## src/rtl/memn2n_phase_iterator_pkg.sv

```systemverilog
// Shared constants for the MemN2N phase iterator: one-hot phase codes,
// default loop bounds and the iterator FSM state encoding.
// Phase bit order must match the upstream phase controller.
package memn2n_phase_iterator_pkg;

  localparam int BW_STATE_DEF  = 10;

  localparam logic [9:0] PHASE_IDLE            = 10'b00_0000_0001;
  localparam logic [9:0] PHASE_INIT            = 10'b00_0000_0010;
  localparam logic [9:0] PHASE_EMB_Q           = 10'b00_0000_0100;
  localparam logic [9:0] PHASE_DOT_PROD        = 10'b00_0000_1000;
  localparam logic [9:0] PHASE_ATTENTION       = 10'b00_0001_0000;
  localparam logic [9:0] PHASE_WEIGHTED_SUM    = 10'b00_0010_0000;
  localparam logic [9:0] PHASE_SUM_U_Q         = 10'b00_0100_0000;
  localparam logic [9:0] PHASE_FULLY_CONNECTED = 10'b00_1000_0000;
  localparam logic [9:0] PHASE_SOFT_MAX        = 10'b01_0000_0000;
  localparam logic [9:0] PHASE_END_FWD         = 10'b10_0000_0000;

  localparam int NUM_WORD_DEF  = 11;
  localparam int NUM_MEM_DEF   = 50;
  localparam int NUM_VOCAB_DEF = 20;
  localparam int DIM_EMB_DEF   = 20;
  localparam int BW_IDX_DEF    = 8;
  localparam int DRAIN_CYC_DEF = 4;

  typedef enum logic [2:0] {
    S_IDLE  = 3'd0,
    S_ISSUE = 3'd1,
    S_DRAIN = 3'd2,
    S_DONE  = 3'd3,
    S_WAIT  = 3'd4
  } state_e;

endpackage

```

## src/rtl/memn2n_nested_counter.sv

```systemverilog
// Two-level (outer, inner) index counter, inner fastest, runtime bounds.
// Latency: load/step take effect on the next clock edge.
// Backpressure: advances only when the parent asserts i_step.
module memn2n_nested_counter #(
  parameter int BW_IDX = 8
) (
  input  logic              clk,
  input  logic              rst,
  input  logic              i_load,
  input  logic              i_step,
  input  logic [BW_IDX-1:0] i_outer_max,
  input  logic [BW_IDX-1:0] i_inner_max,
  output logic [BW_IDX-1:0] o_outer,
  output logic [BW_IDX-1:0] o_inner,
  output logic              o_last,
  output logic              o_last_nxt
);

  localparam logic [BW_IDX-1:0] ONE = {{(BW_IDX-1){1'b0}}, 1'b1};

  logic [BW_IDX-1:0] r_outer, r_inner, r_outer_max, r_inner_max;
  logic              r_last;
  logic [BW_IDX-1:0] w_outer_nxt, w_inner_nxt, w_omax_nxt, w_imax_nxt;

  // next indices: load restarts at (0,0) and latches bounds for the whole loop
  always_comb begin
    w_outer_nxt = r_outer;
    w_inner_nxt = r_inner;
    w_omax_nxt  = r_outer_max;
    w_imax_nxt  = r_inner_max;
    if (i_load) begin
      w_outer_nxt = '0;
      w_inner_nxt = '0;
      w_omax_nxt  = i_outer_max;
      w_imax_nxt  = i_inner_max;
    end else if (i_step) begin
      if (r_inner == r_inner_max) begin
        w_inner_nxt = '0;
        w_outer_nxt = r_outer + ONE;
      end else begin
        w_inner_nxt = r_inner + ONE;
      end
    end
  end

  assign o_last_nxt = (w_outer_nxt == w_omax_nxt) && (w_inner_nxt == w_imax_nxt);

  // index and bound registers
  always_ff @(posedge clk or posedge rst) begin
    if (rst) begin
      r_outer     <= '0;
      r_inner     <= '0;
      r_outer_max <= '0;
      r_inner_max <= '0;
      r_last      <= 1'b0;
    end else begin
      r_outer     <= w_outer_nxt;
      r_inner     <= w_inner_nxt;
      r_outer_max <= w_omax_nxt;
      r_inner_max <= w_imax_nxt;
      r_last      <= o_last_nxt;
    end
  end

  assign o_outer = r_outer;
  assign o_inner = r_inner;
  assign o_last  = r_last;

endmodule

```

## src/rtl/memn2n_phase_iterator.sv

```systemverilog
// Per-phase nested index generator between the MemN2N phase controller and datapath.
// Latency: first request 1 cycle after phase change; done_phase 1+O*I+DRAIN_CYC cycles after entry.
// Backpressure: valid/ready; indices hold while stalled. Stall counter under MEMN2N_PHASE_ITER_STALL_CNT_EN.
module memn2n_phase_iterator
  import memn2n_phase_iterator_pkg::*;
#(
  parameter int NUM_WORD  = NUM_WORD_DEF,
  parameter int NUM_MEM   = NUM_MEM_DEF,
  parameter int NUM_VOCAB = NUM_VOCAB_DEF,
  parameter int DIM_EMB   = DIM_EMB_DEF,
  parameter int BW_IDX    = BW_IDX_DEF,
  parameter int DRAIN_CYC = DRAIN_CYC_DEF,
  parameter int BW_STATE  = BW_STATE_DEF
) (
  input  logic                clk,
  input  logic                rst,
  input  logic [BW_STATE-1:0] memn2n_phase,
  input  logic                req_ready,
  output logic                req_valid,
  output logic [BW_IDX-1:0]   req_outer,
  output logic [BW_IDX-1:0]   req_inner,
  output logic                req_last,
  output logic                done_phase,
  output logic [31:0]         stall_cnt
);

  localparam logic [3:0] DRAIN_M1 = 4'((DRAIN_CYC == 0) ? 0 : DRAIN_CYC - 1);

  state_e              r_state;
  logic [BW_STATE-1:0] r_phase_q;
  logic [3:0]          r_drain;
  logic                r_req_valid, r_req_last, r_done;
  logic                w_change, w_hs, w_looped, w_step, w_cnt_last, w_cnt_last_nxt;
  logic [BW_IDX-1:0]   w_omax, w_imax;

  assign w_change = (memn2n_phase != r_phase_q);
  assign w_hs     = r_req_valid && req_ready;
  assign w_step   = (r_state == S_ISSUE) && w_hs && !w_cnt_last && !w_change;

  // loop-table decode; anything not exactly one looped code runs no loop
  always_comb begin
    w_looped = 1'b0;
    w_omax   = '0;
    w_imax   = '0;
    case (memn2n_phase)
      BW_STATE'(PHASE_EMB_Q):           begin w_looped = 1'b1; w_omax = BW_IDX'(NUM_WORD-1);  w_imax = BW_IDX'(DIM_EMB-1); end
      BW_STATE'(PHASE_DOT_PROD):        begin w_looped = 1'b1; w_omax = BW_IDX'(NUM_MEM-1);   w_imax = BW_IDX'(DIM_EMB-1); end
      BW_STATE'(PHASE_ATTENTION):       begin w_looped = 1'b1; w_omax = BW_IDX'(NUM_MEM-1);   w_imax = '0; end
      BW_STATE'(PHASE_WEIGHTED_SUM):    begin w_looped = 1'b1; w_omax = BW_IDX'(NUM_MEM-1);   w_imax = BW_IDX'(DIM_EMB-1); end
      BW_STATE'(PHASE_FULLY_CONNECTED): begin w_looped = 1'b1; w_omax = BW_IDX'(NUM_VOCAB-1); w_imax = BW_IDX'(DIM_EMB-1); end
      BW_STATE'(PHASE_SOFT_MAX):        begin w_looped = 1'b1; w_omax = BW_IDX'(NUM_VOCAB-1); w_imax = '0; end
      default: ;
    endcase
  end

  memn2n_nested_counter #(.BW_IDX(BW_IDX)) u_cnt (
    .clk         (clk),
    .rst         (rst),
    .i_load      (w_change),
    .i_step      (w_step),
    .i_outer_max (w_omax),
    .i_inner_max (w_imax),
    .o_outer     (req_outer),
    .o_inner     (req_inner),
    .o_last      (w_cnt_last),
    .o_last_nxt  (w_cnt_last_nxt)
  );

  // phase tracking FSM; a phase change overrides every state and suppresses done
  always_ff @(posedge clk or posedge rst) begin
    if (rst) begin
      r_state     <= S_IDLE;
      r_phase_q   <= BW_STATE'(PHASE_IDLE);
      r_drain     <= '0;
      r_req_valid <= 1'b0;
      r_req_last  <= 1'b0;
      r_done      <= 1'b0;
    end else begin
      r_phase_q <= memn2n_phase;
      r_done    <= 1'b0;
      if (w_change) begin
        r_req_valid <= w_looped;
        r_req_last  <= w_looped && w_cnt_last_nxt;
        r_state     <= w_looped ? S_ISSUE : S_IDLE;
      end else begin
        case (r_state)
          S_ISSUE: begin
            if (w_hs) begin
              if (w_cnt_last) begin
                r_req_valid <= 1'b0;
                r_req_last  <= 1'b0;
                if (DRAIN_CYC == 0) begin
                  r_state <= S_DONE;
                  r_done  <= 1'b1;
                end else begin
                  r_state <= S_DRAIN;
                  r_drain <= DRAIN_M1;
                end
              end else begin
                r_req_last <= w_cnt_last_nxt;
              end
            end
          end
          S_DRAIN: begin
            if (r_drain == 4'd0) begin
              r_state <= S_DONE;
              r_done  <= 1'b1;
            end else begin
              r_drain <= r_drain - 4'd1;
            end
          end
          S_DONE:  r_state <= S_WAIT;
          S_IDLE, S_WAIT: ;
          default: r_state <= S_IDLE;
        endcase
      end
    end
  end

  assign req_valid  = r_req_valid;
  assign req_last   = r_req_last;
  assign done_phase = r_done;

`ifdef MEMN2N_PHASE_ITER_STALL_CNT_EN
  logic [31:0] r_stall_cnt;

  // count cycles a valid request is held off, saturating, restarted per phase
  always_ff @(posedge clk or posedge rst) begin
    if (rst) begin
      r_stall_cnt <= '0;
    end else if (w_change) begin
      r_stall_cnt <= '0;
    end else if (r_req_valid && !req_ready && (r_stall_cnt != 32'hFFFF_FFFF)) begin
      r_stall_cnt <= r_stall_cnt + 32'd1;
    end
  end

  assign stall_cnt = r_stall_cnt;
`else
  assign stall_cnt = 32'd0;
`endif

endmodule
```

## config.mk

```make
export PLATFORM = sky130hd
export DESIGN_NAME = memn2n_phase_iterator
export DESIGN_NICKNAME = d
export VERILOG_FILES = /design/src/rtl/memn2n_phase_iterator_pkg.sv /design/src/rtl/memn2n_nested_counter.sv /design/src/rtl/memn2n_phase_iterator.sv
export SDC_FILE = /design/constraint.sdc
export NUM_CORES = 1
export LEC_CHECK = 0
export BUFFER_PORTS_ARGS = -buffer_cell sky130_fd_sc_hd__buf_2
export CAP_MARGIN = 30
export CORE_MARGIN = 3
export CORE_UTILIZATION = 35
export CTS_CLUSTER_SIZE = 40
export DETAILED_ROUTE_END_ITERATION = 10
export PLACE_DENSITY = 0.54
export SETUP_SLACK_MARGIN = 0.2
export SYNTH_ARGS = -nofsm -noshare
export SYNTH_HDL_FRONTEND = slang
export SYNTH_HIERARCHICAL = 1
export SYNTH_SLANG_ARGS = --single-unit
```

## constraint.sdc

```tcl
create_clock -name clk -period 5 [get_ports clk]
set_clock_uncertainty 0.05 [all_clocks]
set_input_delay 1 -clock clk [delete_from_list [all_inputs] [get_ports clk]]
set_output_delay 1 -clock clk [all_outputs]
set_load 0.01 [all_outputs]
```

==> results_tabular.tex <==
\begin{tabular}{lr}
\hline
Metric & Value \\
\hline
\multicolumn{2}{l}{\textbf{Timing}} \\
\quad Relative slew margins & approximately half \\
\quad Setup repair after global routing missed its margin & false \\
\quad Fraction of the cycle the final worst path needs & 88.1\% \\
\quad Slew at the pin with the worst max-slew slack & roughly 0.75 ns \\
\quad Accumulated negative setup slack & 0 ns \\
\quad Fmax & 227 MHz \\
\quad Final count of hold timing violations & 0 \\
\quad Setup violations, final & 0 \\
\quad Crit path time final & roughly 4.4 ns \\
\quad Final Max Tran Viols & 0 \\
\quad Worst hold-check slack & just over 0.4 ns \\
\multicolumn{2}{l}{\textbf{Clock tree}} \\
\quad Maximum clock path buffer count & 2 \\
\quad Number of buffers inserted during clock tree synthesis & 5 \\
\quad CTS H-Tree Depth & 2 \\
\quad \# Post-CTS Setup Buffers & 0 \\
\quad Number of gates given a new drive strength after cts & 0 \\
\quad Clock sink count & 53 \\
\quad CTS Root Buffer Type & sky130\_fd\_sc\_hd\_\_clkbuf\_8 \\
\quad Clock input transition at the sequential cells of the worst setup and hold paths & approximately 0.1 ns \\
\quad Hold Buf Count CTS & 0 \\
\quad Clock insertion delay at the later pin of the skew report & $\sim$0.30 ns \\
\quad CTS tree & yes \\
\multicolumn{2}{l}{\textbf{Run}} \\
\quad Max-Cap Viols & 0 \\
\multicolumn{2}{l}{\textbf{Cells and area}} \\
\quad Diode count & 0 \\
\quad Share of cells above drive strength 1 & 19.6\% \\
\quad Layout area overhead & 9.06\% \\
\quad Number of fill cells & about 950 \\
\quad Final net count & between 400 and 500 \\
\quad Final cell area excluding filler cells & approximately 3700 µm² \\
\multicolumn{2}{l}{\textbf{Synthesis}} \\
\quad Synthesized netlist cell count & approximately 350 \\
\quad Commonest register cell after synthesis & sky130\_fd\_sc\_hd\_\_dfrtp\_1 \\
\quad Syn\_area\_per\_cell & between 9 and 10 µm² \\
\quad Post-synth EDFFs & 0 \\
\quad Flops \& latches, synth & 53 \\
\quad Sequential share of the synthesized area & roughly two fifths \\
\quad Post-synthesis async set-or-reset flop share & 100\% \\
\quad Total standard cell area after synthesis & between 3000 and 4000 µm² \\
\quad Yosys warnings & 6 \\
\quad Count of cell types in the netlist & 63 \\
\multicolumn{2}{l}{\textbf{Global routing}} \\
\quad Remaining global-route overflow & 0 \\
\quad GRT Resource Usage Total & a little over an eighth \\
\quad Maximum number of pins on one net before global-route repair & 53 \\
\quad Antenna violations before repair & 0 \\
\quad Vias in the first global route & 2448 \\
\quad First-pass GRT wire length & between 10000 and 15000 µm \\
\multicolumn{2}{l}{\textbf{Route}} \\
\quad Per-cell via count in the routed design & $\sim$4.8 \\
\quad Total wire length after detailed routing & 6990 µm \\
\quad Post-detailed-route wirelength per cell & around 13 µm \\
\quad DR vias & $\sim$2500 \\
\quad Number of antenna-violating nets in the routed design & 0 \\
\quad Total iterations of the first detailed-routing run & 4 \\
\quad Iteration-0 DRC count of the detailed router & between 70 and 80 \\
\quad Number of design rule violations left after detail routing & 0 \\
\multicolumn{2}{l}{\textbf{Placement}} \\
\quad Total of buffers placed on input and output ports & 31 \\
\quad DPL Wire Length & around 5300 µm \\
\quad Placed cell areas & $\sim$3600 µm² \\
\quad Routability congestion estimate & $\sim$0.84 \\
\multicolumn{2}{l}{\textbf{Die}} \\
\quad Die outline width & 105 µm \\
\quad Vertical die dimension & about 100 µm \\
\quad Std-Cell Core Area & between 9000 and 10000 µm² \\
\quad Die footprint & 11000 µm² \\
\quad Row count & 35 \\
\quad Effective utilization at floorplan & a little over a third \\
\quad Top Ports & 64 \\
\multicolumn{2}{l}{\textbf{Critical path}} \\
\quad Startpoint-to-endpoint class of the critical path & in2reg \\
\quad Endpoint kind of the worst setup timing path & flip-flop \\
\quad Crit path DAT & around 4.6 ns \\
\quad Critical path data required time & 5.18 ns \\
\quad Critical register-to-register path startpoint & r\_phase\_q[6] \\
\quad Top fanout value on the critical path & 10 \\
\quad Start point of the critical path & memn2n\_phase[8] \\
\quad Type of element launching the critical path & primary input \\
\multicolumn{2}{l}{\textbf{Pwr}} \\
\quad Leakage Power & roughly 1.7 nW \\
\quad Overall power consumption & $\sim$0.76 mW \\
\quad Power per cell area & 204 nW/µm² \\
\quad Max IR drop VDD & 0.0000978 V \\
\multicolumn{2}{l}{\textbf{Status}} \\
\quad Run status & finished clean \\
\multicolumn{2}{l}{\textbf{Worst hold path}} \\
\quad Worst hold-check path type & reg2reg \\
\quad Worst hold start & r\_drain[0] \\
\hline
\end{tabular}
-- per-layer routing --
layer	vias to the layer above	share of wire [%]	global-route usage (%)
met1	1222	49	19.1
met5	-	0	0
met3	6	3.4	1.67
met4	0	1.0	3.66
li1	1236	-	-
met2	69	46	21.1
-- cell usage in the layout, fill, tap and decap left out, types with 7 or more instances in the layout --
master                    count
sky130_fd_sc_hd__dfrtp_1     52
sky130_fd_sc_hd__conb_1      47
sky130_fd_sc_hd__nor2_1      31
sky130_fd_sc_hd__buf_2       31
sky130_fd_sc_hd__xor2_1      21
sky130_fd_sc_hd__nand2_1     20
sky130_fd_sc_hd__xnor2_1     18
sky130_fd_sc_hd__mux2_2      15
sky130_fd_sc_hd__inv_1       13
sky130_fd_sc_hd__nor3_1      11
sky130_fd_sc_hd__nand3_1      9
sky130_fd_sc_hd__o21ai_0      9
sky130_fd_sc_hd__nor4_1       8
sky130_fd_sc_hd__buf_4        8
sky130_fd_sc_hd__nor2b_1      7
-- worst paths after layout --
path | to | slack [ns] | depth (start not counted)
worst min register to register | r_drain[0] | 0.42 | 1
min in group asynchronous | u_cnt/o_inner[4] | 0.74 | 3
worst max-delay path | req_last | 0.59 | 16
worst min-delay path | r_drain[0] | 0.42 | 1
worst max register to register | req_last | 1.07 | 15
max in group asynchronous | r_drain[2] | 3.65 | 2
-- registers in the layout, indices dropped and copies added, names as in the netlist --
register and count:
u_cnt/o_last 1, u_cnt/o_outer 8, r_drain 4, req_last 1, req_valid 1, u_cnt/r_outer_max 8, r_phase_q 10, u_cnt/r_inner_max 8
u_cnt/o_inner 8, done_phase 1, r_state 3
-- where the power goes --
part	internal, mW	switching, mW	leakage, nW	total, mW
Clock	0.0996	0.144	0.0385	0.244
Sequential	0.436	0.00655	0.687	0.443
Combinational	0.0246	0.0473	0.933	0.0719
-- critical path, stage by stage --
cell                        delay, ns
sky130_fd_sc_hd__buf_2           0.16
sky130_fd_sc_hd__xor2_1          0.18
sky130_fd_sc_hd__nor4_2          0.31
sky130_fd_sc_hd__nand4_2         0.12
sky130_fd_sc_hd__nor3_1          0.20
sky130_fd_sc_hd__buf_4           0.18
sky130_fd_sc_hd__nand4_1         0.11
sky130_fd_sc_hd__or3_1           0.40
sky130_fd_sc_hd__a2111oi_0       0.41
sky130_fd_sc_hd__a31oi_1         0.11
sky130_fd_sc_hd__o211ai_1        0.18
sky130_fd_sc_hd__o2111ai_1       0.15
sky130_fd_sc_hd__nor4_2          0.40
sky130_fd_sc_hd__inv_1           0.07
sky130_fd_sc_hd__or4_1           0.50
sky130_fd_sc_hd__o211ai_1        0.10
-- area by class of cell --
cell class / instances / area (µm²) / share of cell area (%)
multi-input cells: 283 / 1880 / 50.5
repair buffers: 39 / 215 / 5.79
flip-flops and latches: 53 / 1330 / 35.7
inverters: 14 / 52.6 / 1.41
clock buffers: 7 / 76.3 / 2.05
well taps: 129 / 161 / 4.34
clock inverters: 1 / 7.51 / 0.202
-- synthesized netlist by cell type, drive strengths merged, types with 4 or more instances --
master | n | share of area [%]
inv | 14 | 1.5
nand3 | 10 | 1.6
nor2b | 7 | 1.3
a21oi | 6 | 0.88
or4 | 4 | 0.99
nand2 | 20 | 2.2
nand4 | 7 | 1.7
xor2 | 21 | 5.4
o21ai | 15 | 2.2
buf | 40 | 8.9
o211ai | 5 | 1.1
nor2 | 31 | 3.4
dfrtp | 52 | 38
mux2 | 15 | 5.0
nor4 | 11 | 2.4
clkbuf | 7 | 0.77
nor3 | 12 | 1.9
xnor2 | 21 | 6.1
or3 | 4 | 0.73
-- cell families after synthesis --
group,after synthesis,synth area share [%]
muxes,17,5.54
adders and majority gates,3,1.10
other,1,0.110
xor gates and xnor gates,45,13.5
AOI/OAI and AO/OA,48,9.87
buffers and inverters,61,11.2
DFF,53,38.9
and+or+nand+nor,123,19.7
-- per-stage QoR --
step / std cells / setup WS, ns / utilization [%]
5_1_grt: 526 / 0.239 / 39.7
6_report: 526 / 0.593 / 39.7
4_1_cts: 526 / 0.568 / 39.7
2_1_floorplan: 397 / 0.205 / -
3_3_place_gp: 518 / 0.308 / 38.8
3_5_place_dp: 518 / 0.257 / 38.8
Note: power is estimated with default switching activity, not from simulation.
